$ cat src/rtl/memory_dma_pkg.sv
// Shared definitions for RAM initiators: the copy-engine state encoding.
package memory_dma_pkg;

  localparam int STATE_BITS = 2;

  typedef enum logic [STATE_BITS-1:0] {
    IDLE    = 2'd0,
    READ    = 2'd1,
    CAPTURE = 2'd2,
    WRITE   = 2'd3
  } state_t;

endpackage

$ cat src/rtl/memory_dma.sv
// Block-copy engine driving a single-port synchronous RAM with one-cycle read latency.
// Each word takes READ, CAPTURE, WRITE; all outputs are registered.
module memory_dma
  import memory_dma_pkg::*;
#(
  parameter int BITS         = 16,
  parameter int ADDRESS_BITS = 16
) (
  input  logic                    CLK,
  input  logic                    RESET,
  input  logic                    START,
  input  logic [ADDRESS_BITS-1:0] SRC_ADDR,
  input  logic [ADDRESS_BITS-1:0] DST_ADDR,
  input  logic [ADDRESS_BITS-1:0] COUNT,
  output logic                    BUSY,
  output logic                    DONE,
  output logic [ADDRESS_BITS-1:0] MEM_ADDRESS,
  output logic [BITS-1:0]         MEM_DATA_OUT,
  input  logic [BITS-1:0]         MEM_DATA_IN,
  output logic                    MEM_WRb
);

  localparam logic [ADDRESS_BITS-1:0] ONE = ADDRESS_BITS'(1);

  state_t                  state, state_d;
  logic [ADDRESS_BITS-1:0] src_q, src_d;
  logic [ADDRESS_BITS-1:0] dst_q, dst_d;
  logic [ADDRESS_BITS-1:0] remaining_q, remaining_d;
  logic                    busy_d, done_d, wrb_d;
  logic [ADDRESS_BITS-1:0] addr_d;
  logic [BITS-1:0]         data_d;

  // NOTE: sequential state uses non-blocking assignments so every register
  // samples the pre-edge values of the others, independent of statement order.
  always_ff @(posedge CLK) begin
    if (RESET) begin
      state        <= IDLE;
      src_q        <= '0;
      dst_q        <= '0;
      remaining_q  <= '0;
      BUSY         <= 1'b0;
      DONE         <= 1'b0;
      MEM_ADDRESS  <= '0;
      MEM_DATA_OUT <= '0;
      MEM_WRb      <= 1'b1;
    end else begin
      state        <= state_d;
      src_q        <= src_d;
      dst_q        <= dst_d;
      remaining_q  <= remaining_d;
      BUSY         <= busy_d;
      DONE         <= done_d;
      MEM_ADDRESS  <= addr_d;
      MEM_DATA_OUT <= data_d;
      MEM_WRb      <= wrb_d;
    end
  end

  // NOTE: every combinational output gets a default first so no path can
  // leave it unassigned and infer a latch.
  always_comb begin
    state_d = state;
    unique case (state)
      IDLE:    if (START && COUNT != '0) state_d = READ;
      READ:    state_d = CAPTURE;
      CAPTURE: state_d = WRITE;
      WRITE:   state_d = (remaining_q == ONE) ? IDLE : READ;
      default: state_d = IDLE;
    endcase
  end

  // Next values of the registered outputs and copy counters.
  always_comb begin
    src_d       = src_q;
    dst_d       = dst_q;
    remaining_d = remaining_q;
    addr_d      = MEM_ADDRESS;
    data_d      = MEM_DATA_OUT;
    wrb_d       = 1'b1;
    done_d      = 1'b0;
    busy_d      = (state_d != IDLE);
    unique case (state)
      IDLE: begin
        if (START) begin
          if (COUNT != '0) begin
            src_d       = SRC_ADDR;
            dst_d       = DST_ADDR;
            remaining_d = COUNT;
            addr_d      = SRC_ADDR;
          end else begin
            done_d = 1'b1;
          end
        end
      end
      READ: addr_d = src_q;
      CAPTURE: begin
        // Read data is valid this cycle; launch the write on the next one.
        data_d = MEM_DATA_IN;
        addr_d = dst_q;
        wrb_d  = 1'b0;
      end
      WRITE: begin
        src_d       = src_q + ONE;
        dst_d       = dst_q + ONE;
        remaining_d = remaining_q - ONE;
        if (remaining_q == ONE) done_d = 1'b1;
        else                    addr_d = src_q + ONE;
      end
      default: ;
    endcase
  end

endmodule
$ cat config.mk
export PLATFORM = sky130hd
export DESIGN_NAME = memory_dma
export DESIGN_NICKNAME = d
export VERILOG_FILES = /design/src/rtl/memory_dma_pkg.sv /design/src/rtl/memory_dma.sv
export SDC_FILE = /design/constraint.sdc
export NUM_CORES = 1
export LEC_CHECK = 0
export CELL_PAD_IN_SITES_DETAIL_PLACEMENT = 1
export CELL_PAD_IN_SITES_GLOBAL_PLACEMENT = 1
export CORE_MARGIN = 2
export CORE_UTILIZATION = 35
export CTS_CLUSTER_DIAMETER = 50
export DETAILED_ROUTE_END_ITERATION = 10
export PLACE_DENSITY_LB_ADDON = 0.08
export SLEW_MARGIN = 20
export SYNTH_ARGS = -nofsm -noshare
export SYNTH_HDL_FRONTEND = slang
export SYNTH_SLANG_ARGS = --single-unit
$ cat constraint.sdc
create_clock -name CLK -period 1.8 [get_ports CLK]
set_input_delay 0.36 -clock CLK [delete_from_list [all_inputs] [get_ports CLK]]
set_output_delay 0.36 -clock CLK [all_outputs]
set_load 0.01 [all_outputs]
* Word level (Yosys, flattened, before mapping)
Index checks and enable logic that the tools add are counted.
** Word-level totals
- Register bits after elaboration :: 85
- Bits of input ports :: 67
- Output and inout bits :: 35
- Word-level logic and storage cells :: 45
** Cells by class
- $add $sub $neg :: 3
- Equality and inequality tests :: 7
- Muxes and demuxes :: 19
- Reduce and logical (&&, ||, !) cells :: 7
** Operators with widths (count)
- 2-to-1 mux 16 bit :: 7
- case mux 16 bit (2 select lines) :: 3
- case mux 16 bit (4 select lines) :: 1
- adder 16 x 1 -> 16 bit, second input constant :: 2
- equality test 16 x 1 -> 1 bit, second input constant :: 1
- nonzero test 16 bit :: 1
- subtractor 16 x 1 -> 16 bit, second input constant :: 1
- case mux 2 bit (4 select lines) :: 1
- inequality test 2 bit, second input constant :: 3
- AND reduction 3 bit :: 2
- 2-to-1 mux 1 bit :: 5
- equality test 2 bit, second input constant :: 2
- nonzero test 2 bit :: 2
- equality test 2 x 1 -> 1 bit, second input constant :: 1
- logical NOT 2 bit :: 1
- 2-to-1 mux 2 bit :: 1
- case mux 1 bit (2 select lines) :: 1
- logical AND 1 bit :: 1

* Longest topological paths before layout
Gate-level depths: netlist of run 1.
- Depth in word-level cells :: 5
- Mapped depth :: 10
- Gate-level depth less buffers :: 7

* Worst setup path after synthesis of run 1
Ideal clock, no wire load.
- Path type :: register -> register
- From :: register state[0]
- To :: register dst_q[0]
- Library setup time :: 0.087 ns
- Arrival :: 1.807 ns
- Data required time :: 1.713 ns
- Slack :: -0.093 ns
- Cell stages (with the launch flop) :: 10
- Path buffers :: 2
- Cell sequence :: dfxtp_1 > inv_1 > ha_1 > clkbuf_1 > nand2_1 > a41oi_2 > or2_1 > buf_2 > o21ai_0 > a221oi_2
** Between the ends
- Word-level cells in the longest chain between the ends :: 3
** Ends and longest elaborated chain
- from (decl) :: RTL line memory_dma.sv:25 : state_t state, state_d;
- from (signal assigned) :: RTL line memory_dma.sv:47 : state <= state_d;
- equality test 2 bit / logical NOT 2 bit (equally long branches) :: RTL line memory_dma.sv:82 : unique case (state)
- nonzero test 2 bit (no line) / inequality test 2 bit (equally long branches)
- AND reduction 3 bit (no line)
- to (signal assigned) :: RTL line memory_dma.sv:49 : dst_q <= dst_d;
- to (decl) :: RTL line memory_dma.sv:27 : logic [ADDRESS_BITS-1:0] dst_q, dst_d;
Parallel ways exist; a longest one is shown, timed or not.
A chain may end at the register's enable or synchronous reset.

* Worst setup path in the final report of run 1
- From :: register remaining_q[1]
- To :: register remaining_q[10]
** Between the ends
- Word-level cells in the longest chain between the ends :: 2
** Ends and longest elaborated chain
- from (decl) :: RTL line memory_dma.sv:28 : logic [ADDRESS_BITS-1:0] remaining_q, remaining_d;
- from (signal assigned) :: RTL line memory_dma.sv:50 : remaining_q <= remaining_d;
- subtractor 16 x 1 -> 16 bit :: RTL line memory_dma.sv:105 : remaining_d = remaining_q - ONE;
- case mux 16 bit (2 select lines) :: RTL line memory_dma.sv:82
Every way passes these cells.

==> metrics.md, run 1 <==
| Metric | Value |
|---|---|
| Critical path class | `reg2reg` |
| Avg Cell Area, Syn | `7.91 µm²` |
| Residual DRC | `0` |
| Count of final setup violators | `12` |
| Die Y | `126 µm` |
| CP peak stage delay | `0.51 ns` |
| Met3 WL | `1.25 mm` |
| Status | `finished, violations left` |
| Boundary Pins | `102` |
| RSZ-0062 raised after global routing | `true` |
| Sw power | `5.62 mW` |
| Critical path peak fanout | `3` |
| Startpoint Class | `flop` |
| Final WS setup | `-0.128 ns` |
| Die Area | `15800 µm²` |
| Initial DRC count | `427` |
| Failing checks | `negative setup slack` |
| Mapped Nets | `733` |
| Required time worst endpoint | `2.08 ns` |
| Final hold viol count | `0` |
| Leakage Power | `3.27 nW` |
| Total Power | `13.4 mW` |
| Clk network pwr share | `15.1%` |
| Largest net degree at the start of global routing | `63` |
| Predominant post-synthesis flop cell | `dfxtp_1` |
| Int Power | `7.75 mW` |
| Port buffer count | `101` |
| Worst Max-Slew Pin Slew | `0.438 ns` |
| Pwr/cell area | `1560 nW/µm²` |
| Met2 WL | `12.0 mm` |
| Clk sink count | `85` |
| Worst-path clk slew | `0.07 ns` |
| Most common cell after layout, fill and taps aside | `buf_4` |
| Post-layout util | `58.9%` |
| Fill cell count | `1693` |
| Place WS | `-0.637 ns` |
| Final #Nets | `957` |
| Number of enable flip-flop cells after synthesis | `0` |
| Slew Viols, Final | `0` |
| Pre-antenna DRT Iters | `5` |
| CTS buffer count | `9` |
| Reg power frac | `23.6%` |
| Syn-to-layout area delta | `64.9%` |
| Row cnt | `44` |
| Synth Cell Area | `5190 µm²` |
| Clock Latency Late Sink | `0.35 ns` |
| Die width | `126 µm` |
| WL/cell | `21.5 µm` |
| Crit share post-route | `107%` |
| Most frequent cells in the layout | `buf_4 (132), clkdlybuf4s50_1 (83), dfxtp_1 (69), nor2_1 (59), nand2_1 (57)` |
| Ant diodes | `0` |
| GPL Wtd Cong | `0.930` |
| Critical-path cell list | `inv_2 > buf_4 > ha_4 > or4b_4 > nor3_4 > nor3b_2 > o21ai_1 > a21oi_1` |
| Crit path max-delay cell type | `or4b_4` |
| Post-route minimum period | `1.93 ns` |
| Root buf cell | `clkbuf_16` |
| Peak VDD IR | `595 µV` |
| GRT Total Usage | `27.1%` |
| Placed wire-length estimate | `14.9 mm` |
| Worst min-delay path category | `in2reg` |
| Antenna violations before repair | `0` |
| Initial Util | `35.7%` |
| Clk_skew | `0.00644 ns` |
| Total core area | `14500 µm²` |
| Yosys warning count | `0` |
| First-pass GRT wire length | `34.7 mm` |
| TritonCTS clock tree | `built` |
| Htree depth | `3` |
| Seq/Total Area, Yosys | `32.8%` |
| GR Overflow Total | `0` |
| Gate power share | `61.2%` |
| Top sig layer | `met4` |
| Detail Route Antenna Nets | `0` |
| Switching share of total power | `42.1%` |
| Mapped Cells | `656` |
| Vias | `6202` |
| Post-Route WL | `23.0 mm` |
| Post-synth ARST share | `0%` |
| F_max | `0.519 GHz` |
| Crit end category | `flop` |
| Synth cell types | `76` |
| Clk buf depth | `2` |
| Max_cap viols | `0` |
| Share of cells above drive strength 1 | `35.9%` |
| Number of global-route vias before repair | `6511` |
| Vias per inst | `5.80` |
| Worst relative slew slack | `70.8%` |
| WL met1 | `9.18 mm` |
| Data arrival time of the critical path | `2.21 ns` |
| Setup tns final | `-0.656 ns` |
| Synth Register Bits | `85` |
metal layers:
| metal | track usage [%] | vias up |
|---|---|---|
| met5 | 0 | - |
| met2 | 50.1 | 227 |
| met3 | 4.33 | 46 |
| li1 | - | 2868 |
| met1 | 32.2 | 3061 |
| met4 | 8.27 | 0 |
through the flow:
step	area, µm²	instances	hold slack [ns]
2_1_floorplan	5190	656	0.454
3_3_place_gp	7300	1024	0.442
3_5_place_dp	7300	1024	0.451
4_1_cts	8110	1059	0.413
5_1_grt	8560	1069	0.419
6_report	8560	1069	0.401
Yosys cell counts (all sizes together) (7+ instances only):
cell type / instances / share of area [%]
nand2: 62 / 4.5
nor3: 19 / 1.9
o21ai: 63 / 6.1
nand4: 11 / 1.6
nand2b: 7 / 0.84
buf: 25 / 2.8
a21oi: 58 / 5.6
ha: 10 / 2.4
a31oi: 8 / 0.96
nor2b: 17 / 2.0
a211oi: 11 / 2.3
mux2i: 22 / 4.2
nor2: 62 / 4.5
nor4: 15 / 3.1
nand3b: 7 / 1.0
inv: 17 / 1.2
nand3: 18 / 1.7
clkbuf: 29 / 2.1
dfxtp: 85 / 33
worst max-delay path: cells and delay by family (launching register included):
kind	cells	cell delay (ns)
and+or+nand+nor	3	0.96
DFF	1	0.33
AOI/OAI and AO/OA	2	0.22
buffers and inverters	2	0.20
adders and majority gates	1	0.15
sequential cells by signal (all words and copies together), names as in the netlist:
register,flops
BUSY,1
DONE,1
MEM_ADDRESS,16
MEM_DATA_OUT,16
MEM_WRb,1
dst_q,16
remaining_q,16
src_q,16
state,2
power groups by stage:
stage                     combinational [mW]  sequential (mW)  clock [mW]
after floorplan                         3.13             3.06           0
after global placement                  6.23             3.00           0
after detailed placement                6.39             3.04           0
after CTS                               7.26             3.06        2.05
after global routing                    8.69             3.22        2.12
final                                   8.19             3.16        2.02
what timing repair did:
item / 4_1_cts / 5_1_grt
hold buffers: 0 / 0
pin swaps: 17 / 45
buffers inserted: 14 / 9
gates cloned: 5 / 4
hold endpoints to repair: 0 / 0
resized for setup: 83 / 124
endpoints found under the setup margin: 65 / 64
cell families (layout without fill, tap and decap cells):
kind of cell,after synthesis,in the layout,synth area share [%]
AO/OA/AOI/OAI,212,212,27.5
flip-flops,85,85,32.8
buffers and inverters,71,300,6.17
adder cells (fa/ha/maj),10,10,2.41
AND/OR/NAND/NOR,251,251,25.9
XOR/XNOR,2,2,0.338
multiplexers,25,25,4.89
area by class of cell:
| type | instances | area (µm²) | share of cell area (%) |
|---|---|---|---|
| inverter | 17 | 72.6 | 0.848 |
| tap | 184 | 230 | 2.69 |
| clock buffer | 9 | 225 | 2.63 |
| multi-input combinational | 500 | 3680 | 43.1 |
| clock inverter | 7 | 81.3 | 0.951 |
| timing repair buffer | 267 | 2530 | 29.6 |
| sequential | 85 | 1730 | 20.2 |
final timing paths:
check	startpoint	to	slack, ns	cells past startpoint
setup / recovery	remaining_q[1]	remaining_q[10]	-0.13	8
hold / removal	COUNT[15]	remaining_q[15]	0.40	4
setup reg to reg	remaining_q[1]	remaining_q[10]	-0.13	8
hold reg to reg	MEM_ADDRESS[4]	MEM_ADDRESS[4]	0.46	2
Note: power is estimated with default switching activity, not from simulation.
==> run 2, diff against run 1 <==
- SKIP_CTS_REPAIR_TIMING: unset -> 1
==> run 2 against run 1 <==
  * Combinational power decreased by 9.3%
  * Sequential share of layout area rose by 0.88 points
  * Flip-flop and latch count unchanged
  * Clock skew grew 0.0035 ns
  * Critical endpoint unchanged
  * The flow still finishes with violations (negative setup slack)
  * First-iteration DRC count decreased by 23%
  * Count of clock-buffer cells in the layout stayed put
  * Global-route usage down 2.1 points
  * Highest routed layer unchanged
  * Sequential power fell by 1%
  * Final cell count fell by 1.3%
  * Design area fell by 4.3%
  * Utilization is 2.5 points lower
  * Routed wire length is 6.4% lower
==> metrics.md, run 2 (synthesis gave the netlist of run 1 again) <==
| Metric | Value |
|---|---|
| Status | `finished, violations left` |
| Failing checks | `negative setup slack` |
| Root buf cell | `clkbuf_16` |
| GRT met3 Usage | `4.76% (+0.42 points)` |
| Slew Viols, Final | `0 (unchanged)` |
| Placed Cells | `1024 (unchanged)` |
| Design Area, Final | `8190 µm² (-4.3%)` |
| Most frequent cells in the layout | `buf_4 (130), clkdlybuf4s50_1 (83), dfxtp_1 (71), nand2_1 (61), nor2_1 (60)` |
| F_max | `0.519 GHz (+0.12%)` |
| Final #Nets | `943 (-1.5%)` |
| GRT Total Usage | `25.0% (-2.1 points)` |
| GPL Wtd Cong | `0.930 (unchanged)` |
| Data arrival time of the critical path | `2.20 ns (about the same)` |
| Port buffer count | `101 (unchanged)` |
| Post-Route WL | `21.6 mm (-6.4%)` |
| Clock Latency Late Sink | `0.36 ns (about the same)` |
| Initial Util | `35.7% (unchanged)` |
| Share of cells above drive strength 1 | `29.0% (-6.9 points)` |
| Most common cell after layout, fill and taps aside | `buf_4` |
| Critical-path cell list | `inv_2 > buf_4 > ha_4 > or4b_4 > nor3_4 > nor3b_2 > o21ai_1 > a21oi_1` |
| Startpoint Class | `flop` |
| Post-layout util | `56.3% (-2.5 points)` |
| CP peak stage delay | `0.49 ns (-0.02 ns)` |
| Crit end category | `flop` |
| Total Power | `12.6 mW (-5.9%)` |
| Required time worst endpoint | `2.08 ns (about the same)` |
| Post-route minimum period | `1.93 ns (-0.00230 ns)` |
| Peak VDD IR | `628 µV (+5.5%)` |
| Critical path class | `reg2reg` |
| Crit path max-delay cell type | `or4b_4` |
| Vias per inst | `5.70 (-1.7%)` |
| Worst-path clk slew | `0.07 ns (about the same)` |
| Worst relative slew slack | `72.0% (+1.2 points)` |
| Die Area | `15800 µm² (unchanged)` |
| Pre-antenna DRT Iters | `5 (unchanged)` |
| Htree depth | `3 (unchanged)` |
| Leakage Power | `3.24 nW (-0.86%)` |
| Residual DRC | `0 (unchanged)` |
| Die Y | `126 µm (unchanged)` |
| Gr busiest metal | `met2` |
| Final WS setup | `-0.126 ns (+0.00230 ns)` |
| Worst Max-Slew Pin Slew | `0.417 ns (-0.0208 ns)` |
| GR Util met2 | `45.5% (-4.5 points)` |
| WL/cell | `20.4 µm (-5.1%)` |
| Initial DRC count | `328 (-23%)` |
| TritonCTS clock tree | `built` |
| Number of global-route vias before repair | `6173 (-5.2%)` |
| Crit share post-route | `107% (-0.13 points)` |
| Finished Layout Cells | `1055 (-1.3%)` |
| Row cnt | `44 (unchanged)` |
| CTS buffer count | `9 (unchanged)` |
| GR Overflow Total | `0 (unchanged)` |
| Die width | `126 µm (unchanged)` |
| Met1 Use GR | `30.0% (-2.3 points)` |
| Clk_skew | `0.00995 ns (+0.00352 ns)` |
| Placed wire-length estimate | `14.9 mm (unchanged)` |
| Boundary Pins | `102 (unchanged)` |
| First-pass GRT wire length | `32.1 mm (-7.4%)` |
| Worst min-delay path category | `in2reg` |
| RSZ-0062 raised after global routing | `true` |
| WHS | `0.457 ns (+0.0561 ns)` |
| Clk buf depth | `2 (unchanged)` |
| Largest net degree at the start of global routing | `63 (unchanged)` |
| Final hold viol count | `0 (unchanged)` |
| Vias | `6017 (-3.0%)` |
| Antenna violations before repair | `0 (unchanged)` |
| Count of final setup violators | `19 (+7)` |
| Dpl cell area | `7300 µm² (unchanged)` |
| Max_cap viols | `0 (unchanged)` |
| Detail Route Antenna Nets | `0 (unchanged)` |
| Pwr/cell area | `1540 nW/µm² (-1.7%)` |
| Clk sink count | `85 (unchanged)` |
| Syn-to-layout area delta | `57.8%` |
| Critical path peak fanout | `3 (unchanged)` |
| Ant diodes | `0 (unchanged)` |
| R2r setup slk | `-0.13 ns (about the same)` |
| Total core area | `14500 µm² (unchanged)` |
run 2: cell type report:
class	count	area (µm²)
fill	1719	6350
sequential	85	1730
tap	184	230
inverter	17	68.8
clock buffer	9	225
multi-input combinational	500	3460
timing repair buffer	253	2390
clock inverter	7	81.3
run 2: critical path, delay by kind of cell (launching register included):
family / cells / cell delay (ns)
AOI/OAI and AO/OA: 2 / 0.25
and+or+nand+nor: 3 / 0.96
adders and majority gates: 1 / 0.13
DFF: 1 / 0.33
buffers and inverters: 2 / 0.19
run 2: final timing paths:
check	startpoint	to	cells past startpoint
worst min register to register	MEM_ADDRESS[4]	MEM_ADDRESS[4]	2
worst min-delay path	RESET	MEM_ADDRESS[14]	3
worst max-delay path	remaining_q[1]	remaining_q[10]	8
worst max register to register	remaining_q[1]	remaining_q[10]	8
run 2: through the flow:
step | worst slack [ns] | TNS (ns)
global placement | -0.593 | -32.20
floorplan | -0.00274 | -0.00274
CTS | -0.325 | -12.36
global route | -0.194 | -2.88
finish | -0.126 | -1.10
detailed placement | -0.637 | -35.80
run 2: layer usage:
| layer | part of all wire, % | vias up |
|---|---|---|
| li1 | - | 2844 |
| met1 | 41 | 2989 |
| met2 | 51 | 153 |
| met3 | 5.0 | 31 |
| met4 | 2.2 | 0 |
| met5 | 0 | - |
run 2: report_power, final:
part / total (mW) / switching (mW) / internal, mW
clock network: 2.03 / 0.922 / 1.10
registers: 3.12 / 0.602 / 2.52
logic: 7.43 / 3.70 / 3.74
==> run 3, diff against run 2 <==
- CORE_UTILIZATION: 35 -> 38
- MAX_ROUTING_LAYER: unset -> met4
- REMOVE_ABC_BUFFERS: unset -> 1
- clock period: 1.8 -> 2.1 ns (I/O delays scaled with it)
==> run 3 against run 2 <==
  * The run still ends with negative setup slack left
  * Clock power shrank 18%
  * Flip-flop and latch count is the same
  * Highest routed layer unchanged
  * Via count shrank 3.5%
  * Largest power group unchanged
==> metrics.md, run 3 (synthesis gave the netlist of run 1 again) <==
| Metric | Value |
|---|---|
| Finished Layout Cells | `994 (-5.8%)` |
| Row cnt | `42 (-4.5%)` |
| First-pass GRT wire length | `30.5 mm (-5.2%)` |
| Worst-path clk slew | `0.07 ns (about the same)` |
| Critical path peak fanout | `24 (+21)` |
| Vias | `5805 (-3.5%)` |
| Htree depth | `3 (unchanged)` |
| Slew Viols, Final | `0 (unchanged)` |
| Worst min-delay path category | `in2reg` |
| FF-to-FF path depth | `7 (-1)` |
| Crit share post-route | `100%` |
| Data arrival time of the critical path | `2.34 ns (+0.14 ns)` |
| Final WS setup | `-0.00128 ns (+0.125 ns)` |
| Ant diodes | `0 (unchanged)` |
| Worst Max-Slew Pin Slew | `0.544 ns (+0.127 ns)` |
| Most frequent cells in the layout | `clkdlybuf4s50_1 (92), buf_4 (92), dfxtp_1 (83), nand2_1 (62), nor2_1 (60)` |
| Number of global-route vias before repair | `6006 (-2.7%)` |
| Crit path max-delay cell type | `clkdlybuf4s50_1` |
| CP top delay family | `buffers and inverters` |
| Detail Route Antenna Nets | `0 (unchanged)` |
| Max_cap viols | `0 (unchanged)` |
| Post-Route WL | `20.2 mm (-6.2%)` |
| Peak VDD IR | `531 µV (-15%)` |
| Boundary Pins | `102 (unchanged)` |
| Initial Util | `39.0% (+3.3 points)` |
| Vias per inst | `5.84 (+2.4%)` |
| Hold Crit Start | `RESET` |
| Syn-to-layout area delta | `42.6%` |
| Total core area | `13300 µm² (-8.5%)` |
| Final #Nets | `890 (-5.6%)` |
| Pwr/cell area | `1290 nW/µm² (-16%)` |
| Die Area | `14600 µm² (-7.6%)` |
| Status | `finished, violations left` |
| Initial DRC count | `484 (+48%)` |
| Design Area, Final | `7400 µm² (-9.6%)` |
| Critical-path cell list | `clkdlybuf4s50_1 > nor4_4 > buf_4 > a41oi_4 > or2_4 > buf_12 > a21oi_1 > a211oi_2` |
| GR Overflow Total | `0 (unchanged)` |
| TritonCTS clock tree | `built` |
| Count of final setup violators | `2 (-17)` |
| Placed Cells | `957 (-6.5%)` |
| CP peak stage delay | `0.47 ns (-0.02 ns)` |
| Port buffer count | `101 (unchanged)` |
| Dpl cell area | `6800 µm² (-6.9%)` |
| Worst hold stages | `2 (-1)` |
| WL/cell | `20.4 µm (-0.44%)` |
| Residual DRC | `0 (unchanged)` |
| Die Y | `121 µm (-3.9%)` |
| Final hold viol count | `0 (unchanged)` |
| Share of cells above drive strength 1 | `19.4% (-9.6 points)` |
| Startpoint Class | `input pin` |
| GRT Total Usage | `27.1% (+2.0 points)` |
| F_max | `0.476 GHz` |
| CP Launch Point | `COUNT[9]` |
| Die width | `121 µm (-3.9%)` |
| Fill cell count | `1622 (-5.6%)` |
| Leakage Power | `2.78 nW (-14%)` |
| Largest net degree at the start of global routing | `42 (-33%)` |
| Antenna violations before repair | `0 (unchanged)` |
| WHS Endpoint | `state[1]` |
| Failing checks | `negative setup slack` |
| Root buf cell | `clkbuf_16` |
| Clk_skew | `0.00704 ns (-0.00291 ns)` |
| R2r setup slk | `0.05 ns (+0.18 ns)` |
| Clk buf depth | `2 (unchanged)` |
| Clock Latency Late Sink | `0.36 ns (about the same)` |
| Placed wire-length estimate | `13.8 mm (-7.1%)` |
| Clk sink count | `85 (unchanged)` |
| Worst relative slew slack | `62.8% (-9.2 points)` |
| Pre-antenna DRT Iters | `5 (unchanged)` |
| CTS buffer count | `9 (unchanged)` |
| GPL Wtd Cong | `0.869 (-6.6%)` |
| Crit end category | `flop` |
| Worst r2r src | `remaining_q[0]` |
| Required time worst endpoint | `2.34 ns (+0.26 ns)` |
| Post-layout util | `55.6% (-0.69 points)` |
| Post-route minimum period | `2.10 ns` |
| FF-to-FF End | `BUSY` |
| Crit path buf inv count | `3 (+1)` |
| Critical path class | `in2reg` |
==> run 3: report_power, final <==
| group | internal [mW] | switching (mW) |
|---|---|---|
| logic | 2.42 | 2.78 |
| clock network | 0.933 | 0.739 |
| registers | 2.14 | 0.521 |
==> run 3: worst max-delay path by stage <==
stage | endpoint | slack, ns | cells past startpoint
5_1_grt | MEM_ADDRESS[9] | -0.09 | 6
3_5_place_dp | dst_q[10] | -0.38 | 7
3_3_place_gp | dst_q[14] | -0.32 | 7
4_1_cts | src_q[15] | -0.03 | 7
6_report | dst_q[10] | -0.001 | 8
2_1_floorplan | dst_q[0] | -2.75 | 6
==> run 3: final cells by class <==
type | count | area [µm²] | area share, %
Sequential cell | 85 | 1700 | 23.0
Clock inverter | 6 | 71.3 | 0.964
Timing Repair Buffer | 200 | 1830 | 24.8
Multi-Input combinational cell | 500 | 3270 | 44.2
Tap cell | 176 | 220 | 2.98
Inverter | 17 | 67.6 | 0.913
Clock buffer | 10 | 229 | 3.09
==> run 3: metrics by stage <==
step	hold slack [ns]	worst slack, ns	power, mW	TNS, ns
2_1_floorplan	0.448	-2.75	5.08	-145.63
3_3_place_gp	0.439	-0.318	7.25	-16.15
3_5_place_dp	0.451	-0.383	7.44	-20.22
4_1_cts	0.379	-0.0302	9.15	-0.0788
5_1_grt	0.390	-0.0897	10.1	-1.78
6_report	0.378	-0.00128	9.53	-0.00137
==> run 3: routing by layer <==
layer | global-route usage [%] | share of wire, %
met1 | 32.8 | 43
met2 | 45.4 | 49
met3 | 5.26 | 5.4
met4 | 8.36 | 1.7
met5 | - | 0
